## src/rtl/param_mdu.sv

```systemverilog
// param_mdu: iterative multiply/divide unit for the RISC-V M-extension operations
module param_mdu #(
    parameter int XLEN    = 32,
    parameter int MUL_LAT = 2
) (
    input  logic            clk_i,
    input  logic            reset_i,
    input  logic            start_i,
    input  logic            abort_i,
    input  logic [2:0]      operation_i,
    input  logic [XLEN-1:0] MDU_in_X_i,
    input  logic [XLEN-1:0] MDU_in_Y_i,
    output logic [XLEN-1:0] MDU_out_o,
    output logic            done_o,
    output logic            busy_o
);
    localparam int CW = $clog2(XLEN + 1);
    localparam logic [XLEN-1:0] MIN_NEG = {1'b1, {(XLEN-1){1'b0}}};

    typedef enum logic [1:0] {IDLE, MUL, DIV, FIX} state_t;

    state_t          state_q;
    logic [CW-1:0]   cnt_q;
    logic [2:0]      op_q;
    logic [XLEN-1:0] x_q, y_q, quo_q, rem_q, dvs_q;
    logic            qneg_q, rneg_q;

    logic            in_sx, in_sy, div_zero, div_ovf, mul_xs, mul_ys;
    logic [XLEN-1:0] abs_x, abs_y, mul_res, fix_res, quo_d, rem_d;
    logic [2*XLEN-1:0] pa, pb, prod;
    logic [XLEN:0]   shifted, diff;

    // Request decode: signed divides work on magnitudes, with zero-divisor and overflow early-outs
    always_comb begin
        in_sx    = !operation_i[0] && MDU_in_X_i[XLEN-1];
        in_sy    = !operation_i[0] && MDU_in_Y_i[XLEN-1];
        abs_x    = in_sx ? -MDU_in_X_i : MDU_in_X_i;
        abs_y    = in_sy ? -MDU_in_Y_i : MDU_in_Y_i;
        div_zero = MDU_in_Y_i == '0;
        div_ovf  = !operation_i[0] && MDU_in_X_i == MIN_NEG && MDU_in_Y_i == '1;
    end

    // Full-width product of the latched operands; extension choice selects signed/unsigned halves
    always_comb begin
        mul_xs  = op_q == 3'b001 || op_q == 3'b010;
        mul_ys  = op_q == 3'b001;
        pa      = {{XLEN{mul_xs & x_q[XLEN-1]}}, x_q};
        pb      = {{XLEN{mul_ys & y_q[XLEN-1]}}, y_q};
        prod    = pa * pb;
        mul_res = op_q == 3'b000 ? prod[XLEN-1:0] : prod[2*XLEN-1:XLEN];
    end

    // One restoring-division step, plus the final sign fix-up of quotient or remainder
    always_comb begin
        shifted = {rem_q, quo_q[XLEN-1]};
        diff    = shifted - {1'b0, dvs_q};
        rem_d   = diff[XLEN] ? shifted[XLEN-1:0] : diff[XLEN-1:0];
        quo_d   = {quo_q[XLEN-2:0], ~diff[XLEN]};
        fix_res = op_q[1] ? (rneg_q ? -rem_q : rem_q) : (qneg_q ? -quo_q : quo_q);
    end

    // Control FSM with registered result, done pulse and busy flag
    always_ff @(posedge clk_i or posedge reset_i) begin
        if (reset_i) begin
            state_q   <= IDLE;
            cnt_q     <= '0;
            op_q      <= '0;
            x_q       <= '0;
            y_q       <= '0;
            quo_q     <= '0;
            rem_q     <= '0;
            dvs_q     <= '0;
            qneg_q    <= 1'b0;
            rneg_q    <= 1'b0;
            MDU_out_o <= '0;
            done_o    <= 1'b0;
            busy_o    <= 1'b0;
        end else begin
            done_o <= 1'b0;
            if (abort_i) begin
                state_q <= IDLE;
                busy_o  <= 1'b0;
            end else begin
                case (state_q)
                    IDLE: if (start_i) begin
                        op_q   <= operation_i;
                        x_q    <= MDU_in_X_i;
                        y_q    <= MDU_in_Y_i;
                        cnt_q  <= '0;
                        busy_o <= 1'b1;
                        if (!operation_i[2]) begin
                            state_q <= MUL;
                        end else if (div_zero) begin
                            quo_q   <= '1;
                            rem_q   <= MDU_in_X_i;
                            qneg_q  <= 1'b0;
                            rneg_q  <= 1'b0;
                            state_q <= FIX;
                        end else if (div_ovf) begin
                            quo_q   <= MDU_in_X_i;
                            rem_q   <= '0;
                            qneg_q  <= 1'b0;
                            rneg_q  <= 1'b0;
                            state_q <= FIX;
                        end else begin
                            quo_q   <= abs_x;
                            rem_q   <= '0;
                            dvs_q   <= abs_y;
                            qneg_q  <= in_sx ^ in_sy;
                            rneg_q  <= in_sx;
                            state_q <= DIV;
                        end
                    end
                    MUL: if (cnt_q == CW'(MUL_LAT - 1)) begin
                        MDU_out_o <= mul_res;
                        done_o    <= 1'b1;
                        busy_o    <= 1'b0;
                        state_q   <= IDLE;
                    end else begin
                        cnt_q <= cnt_q + 1'b1;
                    end
                    DIV: begin
                        quo_q <= quo_d;
                        rem_q <= rem_d;
                        cnt_q <= cnt_q + 1'b1;
                        if (cnt_q == CW'(XLEN - 1)) state_q <= FIX;
                    end
                    FIX: begin
                        MDU_out_o <= fix_res;
                        done_o    <= 1'b1;
                        busy_o    <= 1'b0;
                        state_q   <= IDLE;
                    end
                    default: state_q <= IDLE;
                endcase
            end
        end
    end
endmodule

```

## config.mk

```make
export PLATFORM = sky130hd
export DESIGN_NAME = param_mdu
export DESIGN_NICKNAME = d
export VERILOG_FILES = /design/src/rtl/param_mdu.sv
export SDC_FILE = /design/constraint.sdc
export NUM_CORES = 2
export LEC_CHECK = 0
export BUFFER_PORTS_ARGS = -buffer_cell sky130_fd_sc_hd__buf_4
export CORE_MARGIN = 3
export CORE_UTILIZATION = 60
export DETAILED_ROUTE_END_ITERATION = 16
export GPL_TIMING_DRIVEN = 0
export PLACE_DENSITY_LB_ADDON = 0.25
export SLEW_MARGIN = 20
export SYNTH_ARGS = -nofsm -noshare
export SYNTH_HDL_FRONTEND = slang
export SYNTH_SLANG_ARGS = --single-unit
```

## constraint.sdc

```tcl
create_clock -name clk_i -period 8 [get_ports clk_i]
set_clock_uncertainty 0.2 [all_clocks]
set_input_delay 0.8 -clock clk_i [delete_from_list [all_inputs] [get_ports clk_i]]
set_output_delay 0.8 -clock clk_i [all_outputs]
set_load 0.05 [all_outputs]
```

## Word-level counts from Yosys, hierarchy flattened

Index checks and enable logic that the tools add are counted.

- Add/sub/neg operators: 6
- $mul: 1
- Eq/ne operators: 16
- Muxes and demuxes: 40
- Bitwise gates (word level): 7
- Reduce and logical (&&, ||, !) cells: 21

Operators by type and width:

| kind | number |
|---|---|
| $mux W32 | 15 |
| $pmux W32 S2 | 3 |
| $neg A32 Y32 | 4 |
| $eq A32 B32 Y1 const B | 2 |
| $mul A33 B33 Y64 | 1 |
| $sub A33 B32 Y33 | 1 |
| $logic_not A32 Y1 | 1 |
| $pmux W6 S3 | 1 |
| $mux W6 | 2 |
| $reduce_and A3 Y1 | 4 |
| $reduce_and A4 Y1 | 3 |
| $mux W1 | 11 |
| $mux W2 | 5 |
| $ne A3 B3 Y1 const B | 3 |
| $ne A2 B2 Y1 const B | 4 |
| $pmux W2 S4 | 1 |
| $add A6 B1 Y6 const B | 1 |
| $eq A6 B1 Y1 const B | 1 |
| $eq A6 B5 Y1 const B | 1 |
| $reduce_and A6 Y1 | 1 |
| $eq A2 B2 Y1 const B | 2 |
| $logic_and A1 B1 Y1 | 4 |
| $not A1 Y1 | 4 |
| $reduce_bool A2 Y1 | 2 |
| 13 further kinds | 14 |

- Register bits after elaboration: 207
- Input port bits: 71
- Output and inout bits: 34
- Logic and storage cells: 104

## Depth between registers and ports, before layout

- Depth in word-level cells: 9
- Depth in mapped cells: 33
- Depth with buffers taken out: 30

## Worst setup path after synthesis

OpenSTA, ideal clock, no wires.

- Kind: reg2reg
- Start point: register op_q[1]
- End point: register MDU_out_o[29]
- Arrival: 8.497 ns
- Path slack: -0.820 ns
- Cell stages (with the launch flop): 31
- Cells stage by stage: dfrtp_1 clkbuf_1 xnor2_1 nor3b_1 clkbuf_1 nand2_1 fa_1 fa_1 inv_1 fa_1 inv_1 fa_1 inv_1 fa_1 fa_1 inv_1 fa_1 fa_1 inv_1 ha_1 clkbuf_1 a21o_1 a21o_1 a21oi_1 o21ai_0 a21o_1 a21oi_1 o21ai_0 or3_1 a211oi_1 o21ai_1

- Word-level cells in the longest chain between the ends: 7

Ends and longest elaborated chain:

| element | RTL line | source |
|---|---|---|
| start: declaration | 24 | `logic [2:0] op_q;` |
| start signal: assignment | 86 | `op_q <= operation_i;` |
| $eq A3 B1 Y1 or $eq A3 B2 Y1 (tied branches) | 45, 46 |  |
| $logic_or A1 B1 Y1 | 45 | `mul_xs = op_q == 3'b001 \|\| op_q == 3'b010;` |
| $and A1 B1 Y1 | 47 | `pa = {{XLEN{mul_xs & x_q[XLEN-1]}}, x_q};` |
| $mul A33 B33 Y64 | 49 | `prod = pa * pb;` |
| $mux W32 | 50 | `mul_res = op_q == 3'b000 ? prod[XLEN-1:0] : prod[2*XLEN-1:XLEN];` |
| $mux W32 | 114 | `MUL: if (cnt_q == CW'(MUL_LAT - 1)) begin` |
| $pmux W32 S2 * | 84 | `case (state_q)` |
| end signal: assignment | 115 | `MDU_out_o <= mul_res;` |
| end signal: assignment | 129 | `MDU_out_o <= fix_res;` |
| end: declaration | 13 | `output logic [XLEN-1:0] MDU_out_o,` |

Every way passes the cells marked *; elsewhere a longest branch is shown, timed or not. The select of a mux whose other input is x is not followed.
A chain may end at the register's enable or synchronous reset.

## Worst setup path in the final report

- Start point: register op_q[1]
- End point: register MDU_out_o[21]

The elaborated chain is that of the path after synthesis.

==> flow_metrics.tcl <==
set metrics [dict create \
    status "finished with violations" \
    failed_checks "negative setup slack" \
    synth_area_leader_cell "fa_1" \
    grt_pass1_vias 46400 \
    routed.top_layer "met5" \
    critPathKind "reg2reg" \
    critical-path-max-stage-delay_ps 640 \
    die_x_um 300 \
    grt_overflow 0 \
    grt_max_degree 98 \
    rows 107 \
    dieHeight_um 300 \
    ys_warn_count 0 \
    place_hpwl_um 159000 \
    place_congestion 1.08 \
    finalCriticalPeriod_ps 8860 \
    fin_cells 7439 \
    cts.sinks 207 \
    synth_commonest_cells "1225 x inv_1, 1137 x nand2_1, 1126 x fa_1" \
    vias 45300 \
    wl_per_cell_um 26.5 \
    critPathMaxFanout 6 \
    syn_area_per_cell_um2 8.68 \
    fmax_ghz 0.113 \
    insertion_delay_ps 580 \
    slew_violations 0 \
    critical_path_arrival_ps 9140 \
    ys_seq_area_share_pct 10.0 \
    cp-start-kind "flop" \
    initialDrtViolationCount 5140 \
    max_slew_margin_pct 22.0 \
    cp_slowest_cell "fa_2" \
    syn_area_um2 51800 \
    syn_to_final_growth_pct 15.1 \
    dr_wl_met3_um 26300 \
    worst_slew_pin_slew_ps 1160 \
    clockBufferDepth 3 \
    portBuffers 102 \
    grt_use_total_pct 44.2 \
    root_buffer "clkbuf_16" \
    wl_met2_um 83600 \
    path_delay_family "adder cells" \
    synthArstFlopShare_pct 100 \
    clkTransAtPathRegs_ps 60 \
    synth_edf_count 0 \
    postRouteAntennaNets 0 \
    timing.final.ws_setup_ps -858 \
    start_util_pct 60.6 \
    syn_inst 5964 \
    vias_per_cell 6.09 \
    fp.coreArea_um2 85400 \
    ioPinCount 105 \
    cpMostUsedCell "fa_1" \
    finalNetCount 7715 \
    cp.required_ps 8290 \
    seq_area_um2 5280 \
    antenna_found_initial 17 \
    placed_cells 7213 \
    cp_num_buf_inv 12 \
    drt_first_pass_iters 9 \
    yosysMostFrequentCell "inv_1" \
    finalSetupViolations 30 \
    final_layout_size_suffix_gt1_share_pct 15.1 \
    multiInputGateArea_um2 42400 \
    worst-r2r-setup-slack_ps -860 \
    synth.net_count 7417 \
    numCtsBuffers 26 \
    synth_flop_cell "dfrtp_1" \
    rsz0062_at_grt "true" \
    die_area_um2 89800 \
    synth_area_leaders "fa_1 44%, dfrtp_1 10%, inv_1 8.9%" \
    h-tree-depth 1 \
    finalHoldViolCount 0 \
    drc_errors 0 \
    end_kind "flop" \
    hold_class "in2async" \
    yosysTopAreaCellShare_pct 43.6 \
    cts_tree "done" \
    wl_met1_um 68700 \
    finalCritPeriodShare_pct 111 \
    fill_cells 6753 \
    drv_cap 0 \
    synth_cell_type_count 77 \
    routed_wl_um 197000 \
    grt_pass1_wl_um 291000 \
    synth-seq-cells 207 \
]
-- state kept, by name, summed over array words and instances, names as in the netlist --
| name | count |
|---|---|
| MDU_out_o | 32 |
| busy_o | 1 |
| cnt_q | 6 |
| done_o | 1 |
| dvs_q | 32 |
| op_q | 3 |
| qneg_q | 1 |
| quo_q | 32 |
| rem_q | 32 |
| rneg_q | 1 |
| state_q | 2 |
| x_q | 32 |
| y_q | 32 |
-- final cells by class --
| type | count | share of cell area, % |
|---|---|---|
| sequential | 207 | 8.86 |
| tap | 1144 | 2.40 |
| buffer | 293 | 3.67 |
| clock inverter | 14 | 0.370 |
| antenna | 13 | 0.0546 |
| timing repair buffer | 309 | 4.48 |
| clock buffer | 34 | 1.24 |
| inverter | 1226 | 7.78 |
| multi-input combinational | 4199 | 71.1 |
-- logic make-up (layout without fill, tap and decap cells) --
logic type      count (synthesis)  after routing  synth area share [%]
xor+xnor                      215            215                  3.64
flops                         207            207                  10.0
other cells                     0             13                     0
mux                            20             20                 0.421
compound gates                702            702                  8.49
buf+inv                      1558           1876                  11.3
simple gates                 1880           1880                  16.4
fa+ha+maj                    1382           1382                  49.7
-- path summary, 6_finish.rpt --
kind,cells after the start,startpoint,end
setup / recovery,31,op_q[1],MDU_out_o[21]
min in group clk_i,3,MDU_in_Y_i[16],y_q[16]
hold / removal,2,reset_i,cnt_q[0]
max in group asynchronous,3,reset_i,y_q[16]
setup reg to reg,31,op_q[1],MDU_out_o[21]
hold reg to reg,2,MDU_out_o[9],MDU_out_o[9]
-- timing repair --
action,CTS,global route
gates cloned,0,1
setup buffers,107,100
pin swaps,103,150
gates resized for setup,634,300
hold buffers,0,0
setup endpoints to repair,32,32
-- worst reg2reg max path, delay by kind of cell, from the launching register on --
kind            cells  cell delay (ps)
compound gates      6             1540
buf+inv            12             1500
fa+ha+maj           9             4480
xor+xnor            1              130
simple gates        3              550
flops               1              380
-- placed cells by master (no fill, tap or decap), types with 32 or more instances in the layout --
master,n
nand3_1,37
fa_1,1083
and2_1,311
ha_1,218
buf_6,41
dfrtp_1,144
fa_2,43
dfrtp_2,55
o21ai_0,161
nand2_1,1115
clkbuf_8,43
clkbuf_1,82
clkbuf_4,49
clkbuf_2,57
xor2_1,64
inv_1,1190
xnor2_1,129
a21oi_1,145
ha_4,32
o22ai_1,43
buf_4,272
a21o_1,54
nor2_1,175
-- per-stage QoR --
step | hold WS, ps | setup TNS (ps) | utilization (%) | setup WS, ps | cell area [µm²]
final | 20.1 | -13010 | 69.7 | -858 | 59600
after global placement | 268 | -340370 | 63.3 | -2620 | 54000
after global routing | 60.2 | -17470 | 69.7 | -994 | 59500
after floorplan | 283 | -343 | - | -247 | 51800
after detailed placement | 273 | -53820 | 63.4 | -2550 | 54100
after CTS | 34.0 | -6740 | 67.7 | -521 | 57800
-- layer usage --
metal,global-route usage [%],up-vias
met2,65.1,3223
met4,31.0,10
li1,-,18600
met5,0,-
met1,56.4,22600
met3,13.0,872
Power is left out: the tool's default activity adds up to more than one toggle a clock period on the data nets, which glitch-free logic cannot reach.
